==> src/rtl/snake_pkg.sv <==
// Shared snake-game types and constants: play-state encoding, grid size and the
// level-to-step-period helper used by the game controller.
package snake_pkg;

    typedef enum logic [1:0] {
        IDLE  = 2'd0,
        RUN   = 2'd1,
        PAUSE = 2'd2,
        OVER  = 2'd3
    } state_t;

    localparam int unsigned GRID_W     = 20;
    localparam int unsigned GRID_H     = 20;
    localparam int unsigned GRID_CELLS = GRID_W * GRID_H;

    // Step period for a level, floored at min_clk; the subtraction is only taken once it is known not to underflow.
    function automatic int unsigned step_period(input int unsigned lvl,
                                                input int unsigned base_clk,
                                                input int unsigned step_clk,
                                                input int unsigned min_clk);
        int unsigned drop;
        drop = lvl * step_clk;
        if (base_clk > min_clk && (base_clk - min_clk) > drop)
            return base_clk - drop;
        return min_clk;
    endfunction

endpackage

==> src/rtl/tick_divider.sv <==
// Programmable period counter: one-cycle tick after every `period` enabled cycles.
// `clr` restarts the count from zero; a disabled counter holds its value.
module tick_divider #(
    parameter int W = 24
) (
    input  logic         clk,
    input  logic         rst,
    input  logic [W-1:0] period,
    input  logic         en,
    input  logic         clr,
    output logic         tick
);

    logic [W-1:0] count;

    // NOTE: registers use non-blocking assignments so every flop samples pre-edge values.
    // The >= compare lets a freshly shortened period fire on the very next enabled cycle.
    always_ff @(posedge clk) begin
        tick <= 1'b0;
        if (rst || clr) begin
            count <= '0;
        end else if (en) begin
            if (count >= period - W'(1)) begin
                count <= '0;
                tick  <= 1'b1;
            end else begin
                count <= count + W'(1);
            end
        end
    end

endmodule

==> src/rtl/snake_ctrl.sv <==
// Snake game controller: play-state FSM, level-scaled step timer, score/level and seed capture.
// Define SNAKE_CTRL_LIVES_EN to add the lives counter and the `lives` output port.
module snake_ctrl
    import snake_pkg::*;
#(
    parameter int unsigned TICK_BASE_CLK  = 12000000,
    parameter int unsigned TICK_STEP_CLK  = 1000000,
    parameter int unsigned TICK_MIN_CLK   = 3000000,
    parameter int unsigned FOOD_PER_LEVEL = 5,
    parameter int unsigned MAX_LEVEL      = 9,
    parameter int          SCORE_W        = 10,
    parameter int unsigned SEED_MOD       = GRID_CELLS,
    parameter int unsigned LIVES          = 3,
    localparam int LEVEL_W = $clog2(MAX_LEVEL + 1),
    localparam int SEED_W  = (SEED_MOD > 1) ? $clog2(SEED_MOD) : 1
) (
    input  logic               clk,
    input  logic               rst,
    input  logic               start,
    input  logic               pause,
    input  logic               key_pressed,
    input  logic               food_eaten,
    input  logic               collision,
    output logic               step,
    output logic               restart,
    output state_t             state,
    output logic [SCORE_W-1:0] score,
    output logic [LEVEL_W-1:0] level,
    output logic [SEED_W-1:0]  seed
`ifdef SNAKE_CTRL_LIVES_EN
    ,
    output logic [$clog2(LIVES + 1)-1:0] lives
`endif
);

    localparam int unsigned TICK_MAX = (TICK_BASE_CLK > TICK_MIN_CLK) ? TICK_BASE_CLK : TICK_MIN_CLK;
    localparam int TICK_W = $clog2(TICK_MAX + 1);
    localparam int FOOD_W = (FOOD_PER_LEVEL > 1) ? $clog2(FOOD_PER_LEVEL) : 1;

    if (TICK_MIN_CLK < 2 || LIVES < 1) begin : g_bad_params
        $error("snake_ctrl: TICK_MIN_CLK must be >= 2 and LIVES >= 1");
    end

    logic [FOOD_W-1:0] food_cnt;
    logic [SEED_W-1:0] seed_cnt;
    logic [TICK_W-1:0] period;
    logic              food_wrap;
    logic              life_lost;
    logic              timer_en;
    logic              timer_clr;

`ifdef SNAKE_CTRL_LIVES_EN
    localparam int LIVES_W = $clog2(LIVES + 1);
    assign life_lost = (state == RUN) && collision && (lives > LIVES_W'(1));
`else
    assign life_lost = 1'b0;
`endif

    assign food_wrap = (food_cnt == FOOD_W'(FOOD_PER_LEVEL - 1));
    assign period    = TICK_W'(step_period(32'(level), TICK_BASE_CLK, TICK_STEP_CLK, TICK_MIN_CLK));
    // A collision cycle never emits a step: the snake either stops or is restarted.
    assign timer_en  = (state == RUN) && !start && !collision;
    assign timer_clr = start || life_lost;

    tick_divider #(
        .W (TICK_W)
    ) u_tick (
        .clk    (clk),
        .rst    (rst),
        .period (period),
        .en     (timer_en),
        .clr    (timer_clr),
        .tick   (step)
    );

    always_ff @(posedge clk) begin
        restart <= 1'b0;
        if (rst) begin
            state    <= IDLE;
            score    <= '0;
            level    <= '0;
            food_cnt <= '0;
`ifdef SNAKE_CTRL_LIVES_EN
            lives    <= LIVES_W'(LIVES);
`endif
        end else if (start) begin
            state    <= RUN;
            score    <= '0;
            level    <= '0;
            food_cnt <= '0;
            restart  <= 1'b1;
`ifdef SNAKE_CTRL_LIVES_EN
            lives    <= LIVES_W'(LIVES);
`endif
        end else if (state == RUN) begin
            // Food is credited even when a collision or pause lands in the same cycle.
            if (food_eaten) begin
                if (score != '1)
                    score <= score + SCORE_W'(1);
                if (food_wrap) begin
                    food_cnt <= '0;
                    if (level != LEVEL_W'(MAX_LEVEL))
                        level <= level + LEVEL_W'(1);
                end else begin
                    food_cnt <= food_cnt + FOOD_W'(1);
                end
            end
            if (collision) begin
`ifdef SNAKE_CTRL_LIVES_EN
                if (life_lost) begin
                    lives   <= lives - LIVES_W'(1);
                    restart <= 1'b1;
                end else begin
                    lives   <= '0;
                    state   <= OVER;
                end
`else
                state <= OVER;
`endif
            end else if (pause) begin
                state <= PAUSE;
            end
        end else if (state == PAUSE && pause) begin
            state <= RUN;
        end
    end

    // The seed counter runs in every play state so the captured value depends on human timing.
    always_ff @(posedge clk) begin
        if (rst) begin
            seed_cnt <= '0;
            seed     <= '0;
        end else begin
            seed_cnt <= (seed_cnt == SEED_W'(SEED_MOD - 1)) ? '0 : seed_cnt + SEED_W'(1);
            if (key_pressed)
                seed <= seed_cnt;
        end
    end

endmodule

==> config.mk <==
export PLATFORM = sky130hd
export DESIGN_NAME = snake_ctrl
export DESIGN_NICKNAME = d
export VERILOG_FILES = /design/src/rtl/snake_pkg.sv /design/src/rtl/tick_divider.sv /design/src/rtl/snake_ctrl.sv
export SDC_FILE = /design/constraint.sdc
export NUM_CORES = 1
export LEC_CHECK = 0
export CORE_UTILIZATION = 35
export CTS_CLUSTER_DIAMETER = 150
export DETAILED_ROUTE_END_ITERATION = 10
export PLACE_DENSITY = 0.56
export SLEW_MARGIN = 20
export SYNTH_ARGS = -nofsm -noshare
export SYNTH_HDL_FRONTEND = slang
export SYNTH_SLANG_ARGS = --single-unit
==> constraint.sdc <==
create_clock -name clk -period 6.9 [get_ports clk]
set_input_delay 1.38 -clock clk [delete_from_list [all_inputs] [get_ports clk]]
set_output_delay 1.38 -clock clk [all_outputs]
set_load 0.005 [all_outputs]
# Word-level counts from Yosys, hierarchy flattened
# Cells that the tools add are included.
[word_totals] register_bits=63 word_cells=57 output_inout_bits=27 in_bits=7
[op_classes] reduce_logical=16 eq_ne=8 n_mux=12 magnitude_cmp=2 n_addsub=7 multipliers=1 bitwise_logic=1
[op_table] op="two-way mux 24 bit" count=3
[op_table] op="adder 24 x 1 -> 24 bit (second input constant)" count=1
[op_table] op="greater-or-equal comparator 24 bit" count=1
[op_table] op="> comparator 24 bit (first input constant)" count=1
[op_table] op="subtractor 24 x 1 -> 24 bit (second input constant)" count=1
[op_table] op="subtractor 24 bit (first input constant)" count=1
[op_table] op="multiplier 4 x 14 -> 18 bit (second input constant)" count=1
[op_table] op="adder 10 x 1 -> 10 bit (second input constant)" count=1
[op_table] op="!= test 10 bit (second input constant)" count=1
[op_table] op="adder 9 x 1 -> 9 bit (second input constant)" count=1
[op_table] op="equality test 9 bit (second input constant)" count=1
[op_table] op="two-way mux 2 bit" count=4
[op_table] op="!= test 4 bit (second input constant)" count=2
[op_table] op="AND reduction 2 bit" count=3
[op_table] op="OR reduction 2 bit" count=3
[op_table] op="adder 4 x 1 -> 4 bit (second input constant)" count=1
[op_table] op="two-way mux 1 bit" count=4
[op_table] op="AND reduction 4 bit" count=1
[op_table] op="adder 3 x 1 -> 3 bit (second input constant)" count=1
[op_table] op="equality test 3 bit (second input constant)" count=1
[op_table] op="logical AND 1 bit" count=3
[op_table] op="two-way mux 3 bit" count=1
[op_table] op="!= test 3 bit (second input constant)" count=1
[op_table] op="AND reduction 3 bit" count=1
[op_table] op="7 further kinds" count=8

# Depth between registers and ports, before layout
# Gate-level depths: netlist of the first run.
[logic_depth] depth_word=7 depth_mapped=29 ltp_nobuf=27

# Modules after synthesis
# Synthesis of the first run repeated with hierarchy kept, for this count alone.
[hier_totals] cells_unflattened=577 hier_area_um2=4815.9
[modules_own_cells] module="snake_ctrl" seq_area_each_um2=760.7 cells_each=311 n_inst=1 area_per_inst_um2=2698.8
[modules_own_cells] module="tick_divider" seq_area_each_um2=500.5 cells_each=266 n_inst=1 area_per_inst_um2=2117.0

# Worst setup path before layout of the first run
# No wires, ideal clock.
[synth_path] path_kind="reg-to-reg" startpoint="register level[1]" endpoint="register u_tick.count[10]" path_buffers=3 stages_incl_launch_ff=29 synth_period_minus_slack_ps=6475 path_slack_ps=425 setup_time_ps=65 required_ps=6835 arrival_time_ps=6410 path_cell_list="dfxtp_1 clkbuf_1 inv_1 ha_1 fa_1 inv_1 fa_1 nand2b_1 a21o_1 xor2_1 o211ai_1 a311oi_2 buf_4 nor2_1 ha_1 inv_1 nor2_1 o21ai_0 o21ai_0 xor2_1 nor2_1 ha_1 a21o_1 a211oi_1 o21ai_0 a221oi_1 a21oi_1 clkbuf_1 nor2_1"
[synth_between] elab_chain_len=7 elab_cells_between_ends=9 cone_classes="2 x add/sub; 1 x mul; 2 x order compare; 4 x mux"
[synth_rtl] item="start, declared" line_no="snake_ctrl.sv:28" rtl="output logic [LEVEL_W-1:0] level,"
[synth_rtl] item="start signal, assigned" line_no="snake_ctrl.sv:103" rtl="level <= level + LEVEL_W'(1);"
[synth_rtl] item="multiplier 4 x 14 -> 18 bit *" line_no="snake_pkg.sv:22" rtl="drop = lvl * step_clk;"
[synth_rtl] item="subtractor 24 bit or > comparator 24 bit (tied branches)" line_no="snake_pkg.sv:24, snake_pkg.sv:23"
[synth_rtl] item="two-way mux 24 bit or two-way mux 1 bit (tied branches)" line_no="snake_pkg.sv:23" rtl="if (base_clk > min_clk && (base_clk - min_clk) > drop)"
[synth_rtl] item="two-way mux 24 bit *" line_no="snake_pkg.sv:25" rtl="return min_clk;"
[synth_rtl] item="subtractor 24 x 1 -> 24 bit *" line_no="tick_divider.sv:23" rtl="if (count >= period - W'(1)) begin"
[synth_rtl] item="greater-or-equal comparator 24 bit *" line_no="tick_divider.sv:23"
[synth_rtl] item="two-way mux 24 bit *" line_no="tick_divider.sv:23"
[synth_rtl] item="end signal, assigned" line_no="tick_divider.sv:27" rtl="count <= count + W'(1);"
[synth_rtl] item="end, declared" line_no="tick_divider.sv:14" rtl="logic [W-1:0] count;"
# Mark *: on every way between the ends. The rest lies on a longest branch, timed or not.
# A chain may end at the register's enable or synchronous reset.

# Worst setup path in the final report of the first run
[layout_path] startpoint="register level[3]" endpoint="register u_tick.count[9]"
# The elaborated chain is that of the path after synthesis.

==> run metrics, run 1 <==
Num Clock Sinks=63; Final ANT Viol Nets=0; NumNets Final=643; CTS buffer count=9; master of the slowest instance on the critical path=sky130_fd_sc_hd__dfxtp_1; core region area=12820 µm²; initial antenna violation count=0; part of the Yosys area used for sequential elements=27.07%; GP Congestion=0.7932; Die ar.=13780 µm²; worst hold slack=0.4639 ns; delay contributed by the slowest stage of the critical path=0.64 ns; H-tree depth=3; # diodes=0; logic depth of the worst register-to-register path=25; maximum fanout along the worst path=21; Tightest Hold Check Type=flop to flop; library cell occupying the most area in the post-synthesis netlist=sky130_fd_sc_hd__dfxtp_1; # rows=41; worst reg2reg endpoint=u_tick.count[9]; synthesized net count=611; IO Port Bufs=33; via total after detailed routing=3909; Critical Path Stages=25; maximum vdd drop=0.0001216 V; total power divided by cell area=155.0 nW/µm²; RSZ-0062 raised after global routing=no; via-per-instance ratio=5.123; Filler Cells Inserted=1299; post-synthesis cell area=4659 µm²; global route total overflow=0; Ports=34; Tot GR Track Use=15.70%; number of max-cap violations=0; cell with the most instances on the worst path=sky130_fd_sc_hd__ha_1; leading cell types by count after synthesis=sky130_fd_sc_hd__nor2_1 (89), sky130_fd_sc_hd__dfxtp_1 (63), sky130_fd_sc_hd__ha_1 (45); final sum of negative setup slack=0 ns; TritonCTS clock tree=built; post-route standard cell area excluding fillers=5464 µm²; height of the die=117.4 µm; Worst Hold Endpoint=seed_cnt[0]; Static Leak=2.173 nW; buffer depth of the longest clock path=2; arrival time at the worst endpoint=6.62 ns; flop2flop setup slack=0.55 ns; run status=finished, final reports clean; sort of element at the end of the critical path=flop; area post-placement=5166 µm²; most common cell in the netlist=sky130_fd_sc_hd__nor2_1; Max Clock Skew=0.004628 ns; hpwl dp=7790 µm; initial core utilization=36.33%; area fraction of the dominant cell type after synthesis=27.07%; transition at the pin with the smallest max-transition slack=0.6571 ns; setup-violating endpoint count in the final report=0; Achievable Freq=0.1575 GHz; fin crit period=6.348 ns; Resize count post-CTS=0; number of enable flip-flop cells after synthesis=0; number of global-route vias before repair=3739; routed length per placed instance=13.59 µm; residual DRC count=0; clock network latency to the later pin of the worst-skew pair=0.33 ns; Synthesis Warnings=0; hold path start=seed_cnt[0]; number of search-and-repair iterations in the first detailed-routing pass=5; most area-consuming cells after synthesis=sky130_fd_sc_hd__dfxtp_1 (27%), sky130_fd_sc_hd__ha_1 (12%), sky130_fd_sc_hd__nor2_1 (7.2%); worst relative slew slack=55.93%; critical path's top delay family=simple AND/OR/NAND/NOR gates; wire length after detailed routing=10370 µm; ratio of cells with drive above 1 in the final layout=7.107%; Area growth syn-to-layout=17.27%; number of DRC markers in iteration 0=222; number of cells on the worst hold path=1; flip-flop and latch count after synthesis=63; origin of the critical flop-to-flop path=level[3]; clock edge transition at the registers on the reported setup and hold paths=0.06 ns; Period Utilization, post-route=92.00%; kind of critical path=flop to flop; number of distinct standard cells referenced by the synthesized netlist=69; Clk Tree Root Cell=sky130_fd_sc_hd__clkbuf_16; die width=117.4 µm; syn_area_per_cell=8.411 µm²; post-layout total power=0.8470 mW; number of failing hold endpoints at the final stage=0; most used flip-flop cell after synthesis=sky130_fd_sc_hd__dfxtp_1; final count of pins violating max slew=0; proportion of register bits with asynchronous set or reset after synthesis=0%; largest net degree at the start of global routing=24; count of hold buffers inserted by post-cts repair=0; critical path startpoint category=flop; endpoint required time on the critical path=7.17 ns; WP buf/inv=4; global-route wire length before repair=17800 µm; number of instances in the synthesized netlist=554; Post-CTS Setup Bufs=0
## power by group
part	leakage [nW]	total [mW]	switching, mW	internal, mW
combinational	1.52	0.0291	0.0158	0.0134
clock	0.142	0.447	0.167	0.280
sequential	0.509	0.371	0.00318	0.368
## registers in the layout (all words and copies together), names as in the netlist
signal,flops
seed,9
u_tick.tick,1
level,4
food_cnt,3
score,10
restart,1
seed_cnt,9
state,2
u_tick.count,24
## layout by cell type (no fill, tap or decap), types with 4 or more instances in the layout
cell / count
sky130_fd_sc_hd__a211oi_1: 9
sky130_fd_sc_hd__a21o_1: 10
sky130_fd_sc_hd__a21oi_1: 23
sky130_fd_sc_hd__a31oi_1: 5
sky130_fd_sc_hd__and3_1: 9
sky130_fd_sc_hd__buf_4: 6
sky130_fd_sc_hd__clkbuf_16: 9
sky130_fd_sc_hd__clkdlybuf4s50_1: 33
sky130_fd_sc_hd__dfxtp_1: 63
sky130_fd_sc_hd__fa_1: 5
sky130_fd_sc_hd__ha_1: 45
sky130_fd_sc_hd__inv_1: 22
sky130_fd_sc_hd__mux2i_1: 11
sky130_fd_sc_hd__nand2_1: 38
sky130_fd_sc_hd__nand2b_1: 11
sky130_fd_sc_hd__nand3_1: 18
sky130_fd_sc_hd__nand4_1: 20
sky130_fd_sc_hd__nor2_1: 89
sky130_fd_sc_hd__nor3_1: 9
sky130_fd_sc_hd__o211ai_1: 6
sky130_fd_sc_hd__o21ai_0: 17
sky130_fd_sc_hd__or2_1: 4
sky130_fd_sc_hd__xnor2_1: 35
sky130_fd_sc_hd__xor2_1: 26
## per-stage QoR
stage                     util [%]  instances  setup slack [ns]
final                        42.60        763            0.5517
after global routing         42.60        763           0.05336
after CTS                    42.60        763            0.5593
after detailed placement     40.28        747            0.5686
after global placement       40.28        747            0.7206
after floorplan                  -        554            0.4254
## cell type report
cell class / count / area [µm²] / area share [%]
flip-flops and latches: 63 / 1261 / 23.08
repair buffers: 39 / 375.4 / 6.870
inverters: 22 / 82.58 / 1.511
clock buffers: 9 / 225.2 / 4.122
multi-input cells: 451 / 3232 / 59.15
well taps: 172 / 215.2 / 3.939
clock inverters: 7 / 72.57 / 1.328
## cells by family after synthesis
family,share of synthesized area (%)
fa+ha+maj,14.23
compound gates,15.01
flops,27.07
xor+xnor,12.30
mux,2.846
simple gates,24.97
buf+inv,3.571
## how the worst max path moves through the flow
stage	slack, ns	to	from
after global routing	0.05	u_tick.count[20]	level[3]
after CTS	0.56	u_tick.count[14]	level[3]
final	0.55	u_tick.count[9]	level[3]
after detailed placement	0.57	u_tick.count[14]	level[3]
after global placement	0.72	u_tick.count[14]	level[3]
after floorplan	0.43	u_tick.count[10]	level[1]
## worst register-to-register path: stages (launching register included)
cell and delay [ns]:
sky130_fd_sc_hd__dfxtp_1 0.64, sky130_fd_sc_hd__fa_1 0.55, sky130_fd_sc_hd__fa_1 0.45, sky130_fd_sc_hd__ha_1 0.37
sky130_fd_sc_hd__or2_1 0.28, sky130_fd_sc_hd__a21oi_1 0.33, sky130_fd_sc_hd__or2_1 0.25, sky130_fd_sc_hd__o2bb2ai_1 0.15
sky130_fd_sc_hd__a311oi_2 0.16, sky130_fd_sc_hd__or2_2 0.35, sky130_fd_sc_hd__inv_1 0.07, sky130_fd_sc_hd__ha_1 0.21
sky130_fd_sc_hd__inv_1 0.12, sky130_fd_sc_hd__nor4_4 0.43, sky130_fd_sc_hd__nand4_1 0.16, sky130_fd_sc_hd__xnor2_1 0.18
sky130_fd_sc_hd__nand2b_1 0.09, sky130_fd_sc_hd__ha_1 0.27, sky130_fd_sc_hd__and4_1 0.24, sky130_fd_sc_hd__nand2_1 0.09
sky130_fd_sc_hd__nor2_1 0.05, sky130_fd_sc_hd__a221oi_1 0.27, sky130_fd_sc_hd__buf_4 0.18, sky130_fd_sc_hd__a21oi_1 0.06
sky130_fd_sc_hd__buf_4 0.21, sky130_fd_sc_hd__nor2_1 0.12
## routing by layer
metal / part of all wire (%) / vias up / track usage, % / wire length, µm
li1: - / 2013 / - / -
met1: 49 / 1824 / 20.01 / 5045
met2: 46 / 58 / 25.78 / 4817
met3: 3.1 / 14 / 3.307 / 322
met4: 1.7 / 0 / 6.088 / 180
met5: 0 / - / 0 / 0
Note: power is estimated with default switching activity, not from simulation.
==> run 2, diff against run 1 <==
CORE_ASPECT_RATIO = 1.75   (was unset)
CORE_UTILIZATION = 25   (was 35)
MAX_ROUTING_LAYER = met4   (was unset)
PLACE_DENSITY = 0.44   (was 0.56)
==> run 2 against run 1 <==
- largest cell class unchanged
- worst hold slack worse by 0.0024 ns
- first-iteration DRC count decreased by 63%
- total power up 7.0%
- die area rose by 39%
- sequential share of layout area is 0.59 points lower
- combinational power barely moved
- fmax rose by 1.1%
- register-to-register slack better by 0.07 ns
- worst setup slack improved by 0.071 ns
- flip-flop and latch count did not move
==> run metrics, run 2 (synthesized netlist as in run 1, its figures left out) <==
run status=finished, final reports clean; transition at the pin with the smallest max-transition slack=0.6768 ns; critical path's top delay family=adder cells; most common cell after layout, fill and taps aside=sky130_fd_sc_hd__nor2_1; setup-violating endpoint count in the final report=0; GP Congestion=0.8373; number of max-cap violations=0; commonest cells after routing, fill and taps aside=sky130_fd_sc_hd__nor2_1 (89), sky130_fd_sc_hd__dfxtp_1 (63), sky130_fd_sc_hd__ha_1 (45), sky130_fd_sc_hd__nand2_1 (38), sky130_fd_sc_hd__xnor2_1 (35); endpoint required time on the critical path=7.16 ns; final sum of negative setup slack=0 ns; RSZ-0062 raised after global routing=no; maximum vdd drop=0.0001259 V; IO Port Bufs=33; origin of the critical flop-to-flop path=level[1]; via total after detailed routing=3910; max reg flops=24; number of global-route vias before repair=3847; TritonCTS clock tree=built; flop2flop setup slack=0.62 ns; number of cells on the worst hold path=1; initial antenna violation count=0; routed length per placed instance=14.03 µm; leading registers by flop count=u_tick.count x24, score x10; maximum fanout along the worst path=21; Register Area=1261 µm²; final count of pins violating max slew=0; fin crit period=6.278 ns; Static Leak=2.199 nW; via-per-instance ratio=4.734; height of the die=182.6 µm; most used routing layer=met2; Filler Cells Inserted=1865; core region area=18140 µm²; kind of critical path=flop to flop; # rows=65; clock network latency to the later pin of the worst-skew pair=0.33 ns; logic depth of the worst register-to-register path=28; met2 usage=24.79%; post-route standard cell area excluding fillers=5608 µm²; hpwl dp=9179 µm; Tightest Hold Check Type=flop to flop; H-tree depth=3; Die ar.=19210 µm²; CTS buffer count=9; clock edge transition at the registers on the reported setup and hold paths=0.06 ns; Area growth syn-to-layout=20.35%; worst relative slew slack=54.88%; delay contributed by the slowest stage of the critical path=0.54 ns; master of the slowest instance on the critical path=sky130_fd_sc_hd__fa_1; Achievable Freq=0.1593 GHz; largest net degree at the start of global routing=24; hold path start=seed_cnt[0]; global route total overflow=0; Resize count post-CTS=0; die width=105.2 µm; total power divided by cell area=161.6 nW/µm²; initial core utilization=25.69%; wire length after detailed routing=11590 µm; footprint of the multi-input gates=3256 µm²; WP buf/inv=6; Tot GR Track Use=12.74%; met1 demand-to-capacity share in global routing=12.29%; Clk Tree Root Cell=sky130_fd_sc_hd__clkbuf_16; global-route wire length before repair=18820 µm; ratio of cells with drive above 1 in the final layout=7.601%; sort of element at the end of the critical path=flop; register bank with the most flops=u_tick.count; buffer depth of the longest clock path=2; area post-placement=5251 µm²; number of search-and-repair iterations in the first detailed-routing pass=4; arrival time at the worst endpoint=6.54 ns; Post-CTS Setup Bufs=0; Max Clock Skew=0.009764 ns; Ports=34; critical path startpoint category=flop; count of hold buffers inserted by post-cts repair=0; number of DRC markers in iteration 0=82; residual DRC count=0; Worst Hold Endpoint=seed_cnt[0]; Final ANT Viol Nets=0; Period Utilization, post-route=90.98%; Num Clock Sinks=63; # diodes=0; cell with the most instances on the worst path=sky130_fd_sc_hd__nor2_1; worst reg2reg endpoint=u_tick.count[12]; number of failing hold endpoints at the final stage=0; met3 Resource Use GR=1.821%; NumNets Final=644
run 2: cell count changes in the layout (fill, tap and decap cells not counted), sizes merged:
cell and change:
buf +1, bufinv +1, clkbuf +1, clkinvlp -1, inv -1
run 2: worst max path at each step:
stage / startpoint / to / cells past startpoint / slack (ns)
after floorplan: level[1] / u_tick.count[10] / 28 / 0.43
after global placement: level[1] / u_tick.count[18] / 28 / 0.59
after detailed placement: level[1] / u_tick.count[22] / 28 / 0.45
after CTS: level[1] / u_tick.count[12] / 28 / 0.43
after global routing: level[1] / u_tick.count[19] / 28 / 0.006
final: level[1] / u_tick.count[12] / 28 / 0.62
run 2: area by class of cell:
cell class	instances	share of cell area, %
flip-flops and latches	63	22.49
clock buffers	10	4.261
inverters	22	1.473
well taps	234	5.221
repair buffers	40	6.827
clock inverters	6	1.673
multi-input cells	451	58.05
run 2: worst register-to-register path, delay by kind of cell, from the launching register on:
kind	cells	cell delay, ns
AND/OR/NAND/NOR	5	0.57
buffers and inverters	6	1.04
XOR/XNOR	2	0.41
AO/OA/AOI/OAI	10	1.87
adder cells (fa/ha/maj)	5	1.88
flip-flops	1	0.42
run 2: through the flow:
| step | instances | hold slack (ns) | total power [mW] | setup WS [ns] | utilization, % |
|---|---|---|---|---|---|
| after floorplan | 554 | 0.4252 | 0.3953 | 0.4254 | - |
| after global routing | 826 | 0.5167 | 0.9372 | 0.005763 | 30.92 |
| after detailed placement | 810 | 0.4508 | 0.4086 | 0.4486 | 28.95 |
| after global placement | 810 | 0.4474 | 0.4079 | 0.5891 | 28.95 |
| after CTS | 826 | 0.4662 | 0.9247 | 0.4323 | 30.79 |
| final | 826 | 0.4615 | 0.9063 | 0.6223 | 30.92 |
run 2: layer usage:
metal  part of all wire, %  vias to the layer above
li1                      -                     2018
met1                    39                     1823
met2                    57                       50
met3                   1.8                       19
met4                   2.4                        0
met5                     0                        -
run 2: report_power, final:
group | switching (mW) | leakage, nW | internal (mW)
Sequential | 0.00318 | 0.509 | 0.368
Clock | 0.179 | 0.159 | 0.328
Combinational | 0.0157 | 1.53 | 0.0133
==> run 3, diff against run 2 <==
CELL_PAD_IN_SITES_DETAIL_PLACEMENT = 1   (was unset)
CELL_PAD_IN_SITES_GLOBAL_PLACEMENT = 2   (was unset)
CORE_UTILIZATION = 34   (was 25)
CTS_BUF_LIST = sky130_fd_sc_hd__clkbuf_8   (was unset)
PLACE_DENSITY = 0.81   (was 0.44)
==> run 3 against run 2 <==
- first-iteration DRC count rose by 9.8%
- cell count fell by 7.3%
- worst setup slack got worse by 0.068 ns
- combinational power barely moved
- sequential share of layout area rose by 0.80 points
- worst hold slack improved by 0.0072 ns
- global-route usage rose by 6.2 points
- core utilization rose by 9.5 points
- count of clock-buffer cells in the layout fell by 1
- largest cell class unchanged
- design area fell by 3.4%
- register-to-register slack got worse by 0.07 ns
- die area fell by 26%
==> run metrics, run 3 (synthesized netlist as in run 1, its figures left out) <==
master of the slowest instance on the critical path=sky130_fd_sc_hd__fa_1; WP buf/inv=6; # diodes=0; setup-violating endpoint count in the final report=0; delay contributed by the slowest stage of the critical path=0.54 ns; most common cell after layout, fill and taps aside=sky130_fd_sc_hd__nor2_1; height of the die=156.9 µm; number of failing hold endpoints at the final stage=0; RSZ-0062 raised after global routing=no; number of max-cap violations=0; sort of element at the end of the critical path=flop; Num Clock Sinks=63; number of search-and-repair iterations in the first detailed-routing pass=4; CTS buffer count=9; post-route standard cell area excluding fillers=5415 µm²; kind of critical path=flop to flop; number of DRC markers in iteration 0=90; Static Leak=2.150 nW; worst relative slew slack=51.42%; logic depth of the worst register-to-register path=28; capturing element of the worst setup path=u_tick.count[21]; via total after detailed routing=4087; cell with the most instances on the worst path=sky130_fd_sc_hd__nor2_1; initial core utilization=34.82%; origin of the critical flop-to-flop path=level[1]; largest net degree at the start of global routing=24; critical path's top delay family=adder cells; fin crit period=6.346 ns; residual DRC count=0; hpwl dp=9958 µm; final count of pins violating max slew=0; worst hold slack=0.4687 ns; post-placement setup slack=0.4727 ns; Setup WS post-layout=0.5541 ns; routed length per placed instance=16.29 µm; Area growth syn-to-layout=16.22%; global route total overflow=0; worst reg2reg endpoint=u_tick.count[21]; number of global-route vias before repair=4277; buffer depth of the longest clock path=2; run status=finished, final reports clean; final sum of negative setup slack=0 ns; GP Congestion=0.8601; maximum vdd drop=0.0001063 V; Final Instance Count excl. Fillers=766; Clk Tree Root Cell=sky130_fd_sc_hd__clkbuf_8; ratio of cells with drive above 1 in the final layout=7.601%; via-per-instance ratio=5.336; core region area=13380 µm²; arrival time at the worst endpoint=6.62 ns; Achievable Freq=0.1576 GHz; endpoint required time on the critical path=7.17 ns; Die ar.=14200 µm²; critical path startpoint category=flop; wire length after detailed routing=12480 µm; Tot GR Track Use=18.98%; global-route wire length before repair=20890 µm; NumNets Final=644; IO Port Bufs=33; TritonCTS clock tree=built; Ports=34; placed insts=750; Crit. Startpoint=level[1]; clock network latency to the later pin of the worst-skew pair=0.35 ns; # rows=56; register bank with the most flops=u_tick.count; area post-placement=5176 µm²; Critical Path Stages=28; total power divided by cell area=143.4 nW/µm²; commonest cells after routing, fill and taps aside=sky130_fd_sc_hd__nor2_1 (89), sky130_fd_sc_hd__dfxtp_1 (63), sky130_fd_sc_hd__ha_1 (45), sky130_fd_sc_hd__nand2_1 (38), sky130_fd_sc_hd__xnor2_1 (35); Max Clock Skew=0.01549 ns; transition at the pin with the smallest max-transition slack=0.7286 ns; clock edge transition at the registers on the reported setup and hold paths=0.09 ns; Period Utilization, post-route=91.97%; die width=90.50 µm; flop2flop setup slack=0.55 ns; maximum fanout along the worst path=21; initial antenna violation count=0; leading registers by flop count=u_tick.count x24, score x10; H-tree depth=3; Tightest Hold Check Type=flop to flop; max reg flops=24; Final ANT Viol Nets=0
run 3: area by class of cell:
class,instances,area (µm²)
repair buffers,40,382.9
flip-flops and latches,63,1261
multi-input cells,451,3244
inverters,22,82.58
well taps,174,217.7
fillers,1581,7968
clock inverters,7,102.6
clock buffers,9,123.9
run 3: worst min path at each step:
stage / from / endpoint / slack (ns) / cells past startpoint
6_report: seed_cnt[0] / seed_cnt[0] / 0.47 / 1
3_3_place_gp: seed_cnt[0] / seed_cnt[0] / 0.45 / 1
2_1_floorplan: seed_cnt[0] / seed_cnt[0] / 0.43 / 1
3_5_place_dp: seed_cnt[0] / seed_cnt[0] / 0.45 / 1
5_1_grt: seed_cnt[0] / seed_cnt[0] / 0.50 / 1
4_1_cts: seed_cnt[0] / seed_cnt[0] / 0.47 / 1
run 3: layer usage:
metal,wire length [µm],global-route usage [%]
met1,4625,17.56
met2,7231,38.02
met3,215,2.478
met4,402,8.218
met5,0,-
run 3: metrics by stage:
stage	utilization, %	power (mW)
after floorplan	-	0.3953
after global placement	38.68	0.4079
after detailed placement	38.68	0.4089
after CTS	40.37	0.7897
after global routing	40.46	0.8049
final	40.46	0.7765
run 3: repair_timing:
| item | CTS | global route |
|---|---|---|
| resized for setup | 0 | 2 |
| setup endpoints to repair | 0 | 21 |
| hold buffers | 0 | 0 |
| buffers inserted | 0 | 0 |
run 3: where the power goes:
group / internal [mW] / total [mW] / switching (mW)
clock: 0.208 / 0.377 / 0.169
combinational: 0.0133 / 0.0293 / 0.0160
sequential: 0.367 / 0.370 / 0.00338
